## src/rtl/williams2_pkg.sv

```systemverilog
// rtl/williams2_pkg.sv - shared types and constants for the williams2 gun ADC
//
// Purpose: ADC state type, register addresses and bit positions for the
//          control and status registers.
// Ports:   none (package).
package williams2_pkg;

  typedef enum logic {
    IDLE    = 1'b0,
    CONVERT = 1'b1
  } ADC_STATE_T;

  // Register window decode (cpu_addr)
  localparam logic ADC_REG_DATA = 1'b0;
  localparam logic ADC_REG_CTRL = 1'b1;

  // Control register bits (write)
  localparam int CTRL_CH    = 0;
  localparam int CTRL_START = 1;

  // Status register bits (read)
  localparam int ST_BUSY = 7;
  localparam int ST_EOC  = 6;

endpackage

```

## src/rtl/gun_scale.sv

```systemverilog
// rtl/gun_scale.sv - 6-bit gun position to 8-bit ADC code
//
// Purpose: widens a 6-bit position to 8 bits by replicating its top two bits
//          into the low bits (0->00, 63->FF), then optionally inverts.
// Ports:
//   snap_i    in  6  snapshotted gun position
//   scaled_o  out 8  scaled (and optionally inverted) ADC code
module gun_scale #(
  parameter bit INVERT = 1'b0
) (
  input  logic [5:0] snap_i,
  output logic [7:0] scaled_o
);

  logic [7:0] widened;

  assign widened  = {snap_i, snap_i[5:4]};
  assign scaled_o = INVERT ? ~widened : widened;

endmodule

```

## src/rtl/gun_adc_reader.sv

```systemverilog
// rtl/gun_adc_reader.sv - CPU-side emulation of the Turkey Shoot gun ADC
//
// Purpose: snapshots gun_h/gun_v on the rising edge of cnt_4ms and presents
//          them to the CPU through a start / convert / read handshake with an
//          end-of-conversion level flag.
// Ports:
//   clock_12  in  1  system clock, 12 MHz
//   reset_n   in  1  asynchronous active-low reset
//   gun_h     in  6  horizontal gun position
//   gun_v     in  6  vertical gun position
//   cnt_4ms   in  1  4 ms tick; snapshot taken on its rising edge
//   cpu_wr    in  1  single-cycle write strobe
//   cpu_rd    in  1  single-cycle read strobe
//   cpu_addr  in  1  0 = data register, 1 = control/status register
//   cpu_din   in  8  write data
//   cpu_dout  out 8  read data
//   adc_eoc   out 1  end-of-conversion flag
module gun_adc_reader
  import williams2_pkg::*;
#(
  parameter int CONV_CYCLES = 1200,
  parameter bit INVERT_H    = 1'b0,
  parameter bit INVERT_V    = 1'b0
) (
  input  logic       clock_12,
  input  logic       reset_n,
  input  logic [5:0] gun_h,
  input  logic [5:0] gun_v,
  input  logic       cnt_4ms,
  input  logic       cpu_wr,
  input  logic       cpu_rd,
  input  logic       cpu_addr,
  input  logic [7:0] cpu_din,
  output logic [7:0] cpu_dout,
  output logic       adc_eoc
);

  // Loading CONV_CYCLES-1 makes completion land exactly CONV_CYCLES edges
  // after the start write.
  localparam logic [15:0] TIMER_RELOAD = 16'(CONV_CYCLES - 1);

  ADC_STATE_T  state_q, state_d;
  logic [15:0] timer_q, timer_d;
  logic        channel_q, channel_d;
  logic [7:0]  result_q, result_d;
  logic        eoc_q, eoc_d;
  logic [5:0]  snap_h_q, snap_h_d;
  logic [5:0]  snap_v_q, snap_v_d;
  logic        cnt_4ms_q;

  logic [7:0] scaled_h;
  logic [7:0] scaled_v;
  logic       ctrl_wr;
  logic       start_wr;
  logic       data_rd;
  logic [7:0] status;
  logic       unused_din;

  assign unused_din = ^cpu_din[7:2];

  gun_scale #(.INVERT(INVERT_H)) u_scale_h (
    .snap_i   (snap_h_q),
    .scaled_o (scaled_h)
  );

  gun_scale #(.INVERT(INVERT_V)) u_scale_v (
    .snap_i   (snap_v_q),
    .scaled_o (scaled_v)
  );

  assign ctrl_wr  = cpu_wr && (cpu_addr == ADC_REG_CTRL);
  assign start_wr = ctrl_wr && cpu_din[CTRL_START];
  assign data_rd  = cpu_rd && (cpu_addr == ADC_REG_DATA);

  always_comb begin
    state_d   = state_q;
    timer_d   = timer_q;
    channel_d = channel_q;
    result_d  = result_q;
    eoc_d     = eoc_q;
    snap_h_d  = snap_h_q;
    snap_v_d  = snap_v_q;

    if (cnt_4ms && !cnt_4ms_q) begin
      snap_h_d = gun_h;
      snap_v_d = gun_v;
    end

    // Lowest priority: completion and start below override this clear.
    if (data_rd) begin
      eoc_d = 1'b0;
    end

    case (state_q)
      IDLE: begin
        if (start_wr) begin
          channel_d = cpu_din[CTRL_CH];
          timer_d   = TIMER_RELOAD;
          eoc_d     = 1'b0;
          state_d   = CONVERT;
        end else if (ctrl_wr) begin
          channel_d = cpu_din[CTRL_CH];
        end
      end
      CONVERT: begin
        // A restart beats a completion in the same cycle; non-start control
        // writes are dropped while busy.
        if (start_wr) begin
          channel_d = cpu_din[CTRL_CH];
          timer_d   = TIMER_RELOAD;
          eoc_d     = 1'b0;
        end else if (timer_q == 16'd0) begin
          result_d = channel_q ? scaled_v : scaled_h;
          eoc_d    = 1'b1;
          state_d  = IDLE;
        end else begin
          timer_d = timer_q - 16'd1;
        end
      end
      default: state_d = IDLE;
    endcase
  end

  always_ff @(posedge clock_12 or negedge reset_n) begin
    if (!reset_n) begin
      state_q   <= IDLE;
      timer_q   <= 16'd0;
      channel_q <= 1'b0;
      result_q  <= 8'h00;
      eoc_q     <= 1'b0;
      snap_h_q  <= 6'd0;
      snap_v_q  <= 6'd0;
      cnt_4ms_q <= 1'b0;
    end else begin
      state_q   <= state_d;
      timer_q   <= timer_d;
      channel_q <= channel_d;
      result_q  <= result_d;
      eoc_q     <= eoc_d;
      snap_h_q  <= snap_h_d;
      snap_v_q  <= snap_v_d;
      cnt_4ms_q <= cnt_4ms;
    end
  end

  always_comb begin
    status          = 8'h00;
    status[ST_BUSY] = (state_q == CONVERT);
    status[ST_EOC]  = eoc_q;
    status[CTRL_CH] = channel_q;
  end

  assign cpu_dout = (cpu_addr == ADC_REG_DATA) ? result_q : status;
  assign adc_eoc  = eoc_q;

endmodule

```

## config.mk

```make
export PLATFORM = sky130hd
export DESIGN_NAME = gun_adc_reader
export DESIGN_NICKNAME = d
export VERILOG_FILES = /design/src/rtl/williams2_pkg.sv /design/src/rtl/gun_scale.sv /design/src/rtl/gun_adc_reader.sv
export SDC_FILE = /design/constraint.sdc
export NUM_CORES = 1
export LEC_CHECK = 0
export ABC_AREA = 1
export BUFFER_PORTS_ARGS = -buffer_cell sky130_fd_sc_hd__buf_2
export CAP_MARGIN = 20
export CORE_MARGIN = 1
export CORE_UTILIZATION = 59
export CTS_BUF_LIST = sky130_fd_sc_hd__clkbuf_4 sky130_fd_sc_hd__clkbuf_8 sky130_fd_sc_hd__clkbuf_16
export CTS_CLUSTER_SIZE = 20
export DETAILED_ROUTE_END_ITERATION = 12
export PLACE_DENSITY_LB_ADDON = 0.05
export SLEW_MARGIN = 10
export SYNTH_ARGS = -nofsm -noshare
export SYNTH_HDL_FRONTEND = slang
export SYNTH_SLANG_ARGS = --single-unit
```

## constraint.sdc

```tcl
create_clock -name clock_12 -period 3.6 [get_ports clock_12]
set_input_delay 0 -clock clock_12 [delete_from_list [all_inputs] [get_ports clock_12]]
set_output_delay 0 -clock clock_12 [all_outputs]
set_load 0.01 [all_outputs]
```

==> results.sh <==
export IMPL_drtPass1Iterations=4
export IMPL_pwr_density_cell_mw_per_mm2=427.7
export IMPL_hpwl_mm=2.717
export IMPL_hold_class="in2reg"
export IMPL_setup_ws_ns=1.746
export IMPL_rsz0062_at_grt="false"
export IMPL_num_io_pins=35
export IMPL_cts_tree="built"
export IMPL_layout_drive_gt1_share=0.2103
export IMPL_crit_fanout=18
export IMPL_routed_wl_mm=4.011
export IMPL_yosys_most_used_dff="dfrtp_1"
export IMPL_syn_nets=270
export IMPL_met3_usage=0.04545
export IMPL_yosysSeqAreaShare=0.4792
export IMPL_cts_setup_buffers=0
export IMPL_grt_pass1_wl_mm=6.555
export IMPL_gp_congestion=0.8581
export IMPL_via_count=1701
export IMPL_area_growth_pct=20.87
export IMPL_rows=20
export IMPL_nNetsFinal=317
export IMPL_yosys_warnings=0
export IMPL_hold_viol_final=0
export IMPL_crit_required_ns=3.84
export IMPL_via_per_inst=5.093
export IMPL_grt_max_degree=39
export IMPL_dpl_worst_slack_ns=1.808
export IMPL_use_met2=0.4016
export IMPL_initial_utilization=0.6344
export IMPL_cp_start_kind="flop"
export IMPL_crit_arrival_ns=2.09
export IMPL_synth_top_cell_area_share=0.4792
export IMPL_syn_inst=243
export IMPL_ys_top_cells_by_count="nand2_1 (48), nor2_1 (46), dfrtp_1 (38), inv_1 (34), nand3_1 (17)"
export IMPL_portBuffers=28
export IMPL_cts_buffers=5
export IMPL_drv_slew=0
export IMPL_wl_per_cell_um=12.01
export IMPL_synth_edff_count=0
export IMPL_grt_use_met1=0.3343
export IMPL_max_freq_mhz=539.3
export IMPL_grt_pass1_vias=1531
export IMPL_slew_headroom=0.4564
export IMPL_overflow=0
export IMPL_fin_area_mm2=0.002399
export IMPL_setup_worst_path_class="reg2reg"
export IMPL_die_h_um=60.00
export IMPL_drc=0
export IMPL_min_period_ns=1.854
export IMPL_totalNegativeSetupSlack_ns=0
export IMPL_status="finished, final reports clean"
export IMPL_dpl_cell_area_mm2=0.002147
export IMPL_yosysUniqueCellTypes=26
export IMPL_end_kind="flop"
export IMPL_synthMostInstantiatedCell="nand2_1"
export IMPL_synth_top_area_cell="dfrtp_1"
export IMPL_n_antenna_cell=0
export IMPL_antenna_found_initial=0
export IMPL_p_leak_nw=1.208
export IMPL_dieArea_mm2=0.003599
export IMPL_skew_ns=0.01102
export IMPL_ir_drop_uv=276.2
export IMPL_synth_seq_cells=38
export IMPL_cts_max_level=2
export IMPL_setup_violations=0
export IMPL_synthArstFlopShare=1.000
export IMPL_drtIter0Drc=130
export IMPL_grt_total_usage=0.2565
export IMPL_die_width_um=60.00
export IMPL_avgSynthCellArea_um2=8.166
export IMPL_netlist_area_mm2=0.001984
export IMPL_core_area_mm2=0.003128
export IMPL_path_clk_slew_ns=0.11
export IMPL_synthTopCellsByArea="dfrtp_1 (48%), nand2_1 (9.1%), nor2_1 (8.7%)"
export IMPL_max_cap_violations=0
export IMPL_tightest_slew_ns=0.8154
export IMPL_grt_busiest_layer="met2"
export IMPL_cts_sinks=38
export IMPL_finalCritPeriodShare=0.5151
export IMPL_clockBufferDepth=2
export IMPL_insertion_delay_ns=0.35
export IMPL_final_antenna_net_count=0
export IMPL_root_buffer="clkbuf_4"
## repair_timing
item,in CTS,in global routing
gates resized for setup,0,0
endpoints found under the hold margin,53,0
hold buffers,17,0
setup endpoints to repair,0,0
## power by group
group          total (W)  internal, W  switching (W)
clock network   0.000300     0.000162       0.000138
logic           0.000204    0.0000882       0.000116
registers       0.000522     0.000480      0.0000416
total            0.00103     0.000730       0.000296
## metal layers
| layer | part of all wire | routed length (um) | up-vias |
|---|---|---|---|
| li1 | - | - | 868 |
| met1 | 0.46 | 1836 | 781 |
| met2 | 0.48 | 1906 | 42 |
| met3 | 0.038 | 154 | 10 |
| met4 | 0.028 | 113 | 0 |
| met5 | 0 | 0 | - |
## area by class of cell
cell class                 instances  area, um2
clock buffer                       6      51.30
multi-input combinational        164      865.8
fill                             248      729.5
sequential                        38      950.9
clock inverter                     1      30.03
inverter                          36      135.1
timing repair buffer              45      310.3
tap                               44      55.05
## state kept, by name, indices dropped and copies added, names as in the netlist
name,cells
timer_q,16
snap_v_q,6
channel_q,1
result_q,6
state_q,1
snap_h_q,6
adc_eoc,1
cnt_4ms_q,1
## critical path: stages, from the launching register on
cell and delay [ns]:
dfrtp_1 0.40, inv_1 0.14, ha_1 0.22, nand2_1 0.14
nor2_4 0.24, nand3_4 0.24, nand3_1 0.19, nand2_1 0.07
nand2_1 0.06, nor2_1 0.06
## cell usage in the layout (no fill, tap or decap)
| cell | n |
|---|---|
| nor2_1 | 46 |
| o31ai_2 | 3 |
| clkbuf_4 | 5 |
| o21ai_0 | 8 |
| nand2_2 | 3 |
| nand3_2 | 1 |
| nand4_1 | 8 |
| buf_2 | 28 |
| nand2_1 | 48 |
| bufinv_16 | 1 |
| nor2_2 | 2 |
| ha_1 | 1 |
| dlygate4sd3_1 | 17 |
| o31ai_1 | 3 |
| clkbuf_8 | 1 |
| dfrtp_1 | 38 |
| inv_2 | 2 |
| o21bai_1 | 1 |
| nor2_4 | 2 |
| inv_1 | 34 |
| nor3_1 | 1 |
| a21oi_1 | 4 |
| nand3_4 | 1 |
| a31oi_1 | 1 |
| o21ai_1 | 2 |
| nand3_1 | 17 |
| mux2_2 | 12 |
## cell families after synthesis
family                   synth area share
multiplexers                      0.06810
AND/OR/NAND/NOR                    0.2894
AO/OA/AOI/OAI                     0.07252
buffers and inverters             0.08449
flip-flops                         0.4792
adder cells (fa/ha/maj)          0.006304
## final timing paths
check / startpoint / endpoint / slack, ns / cells past startpoint
min: cpu_addr / adc_eoc$_DFF_PN0_ / 0.16 / 5
min reg2reg: result_q[3]$_DFFE_PN0P_ / result_q[3]$_DFFE_PN0P_ / 0.49 / 2
max reg2reg: timer_q[0]$_DFFE_PN0P_ / timer_q[11]$_DFFE_PN0P_ / 1.75 / 9
max in group asynchronous: reset_n / timer_q[9]$_DFFE_PN0P_ / 2.81 / 2
max: timer_q[0]$_DFFE_PN0P_ / timer_q[11]$_DFFE_PN0P_ / 1.75 / 9
min in group asynchronous: reset_n / snap_v_q[3]$_DFFE_PN0P_ / 0.27 / 2
## per-stage QoR
step	power, W	utilization	hold slack [ns]	cells
global placement	0.0007124	0.6864	0.1230	310
floorplan	0.0006609	-	-0.2956	243
detailed placement	0.0007177	0.6864	0.1270	310
CTS	0.001028	0.7668	0.1627	334
finish	0.001026	0.7668	0.1642	334
global route	0.001087	0.7668	0.2063	334
Note: power is estimated with default switching activity, not from simulation.
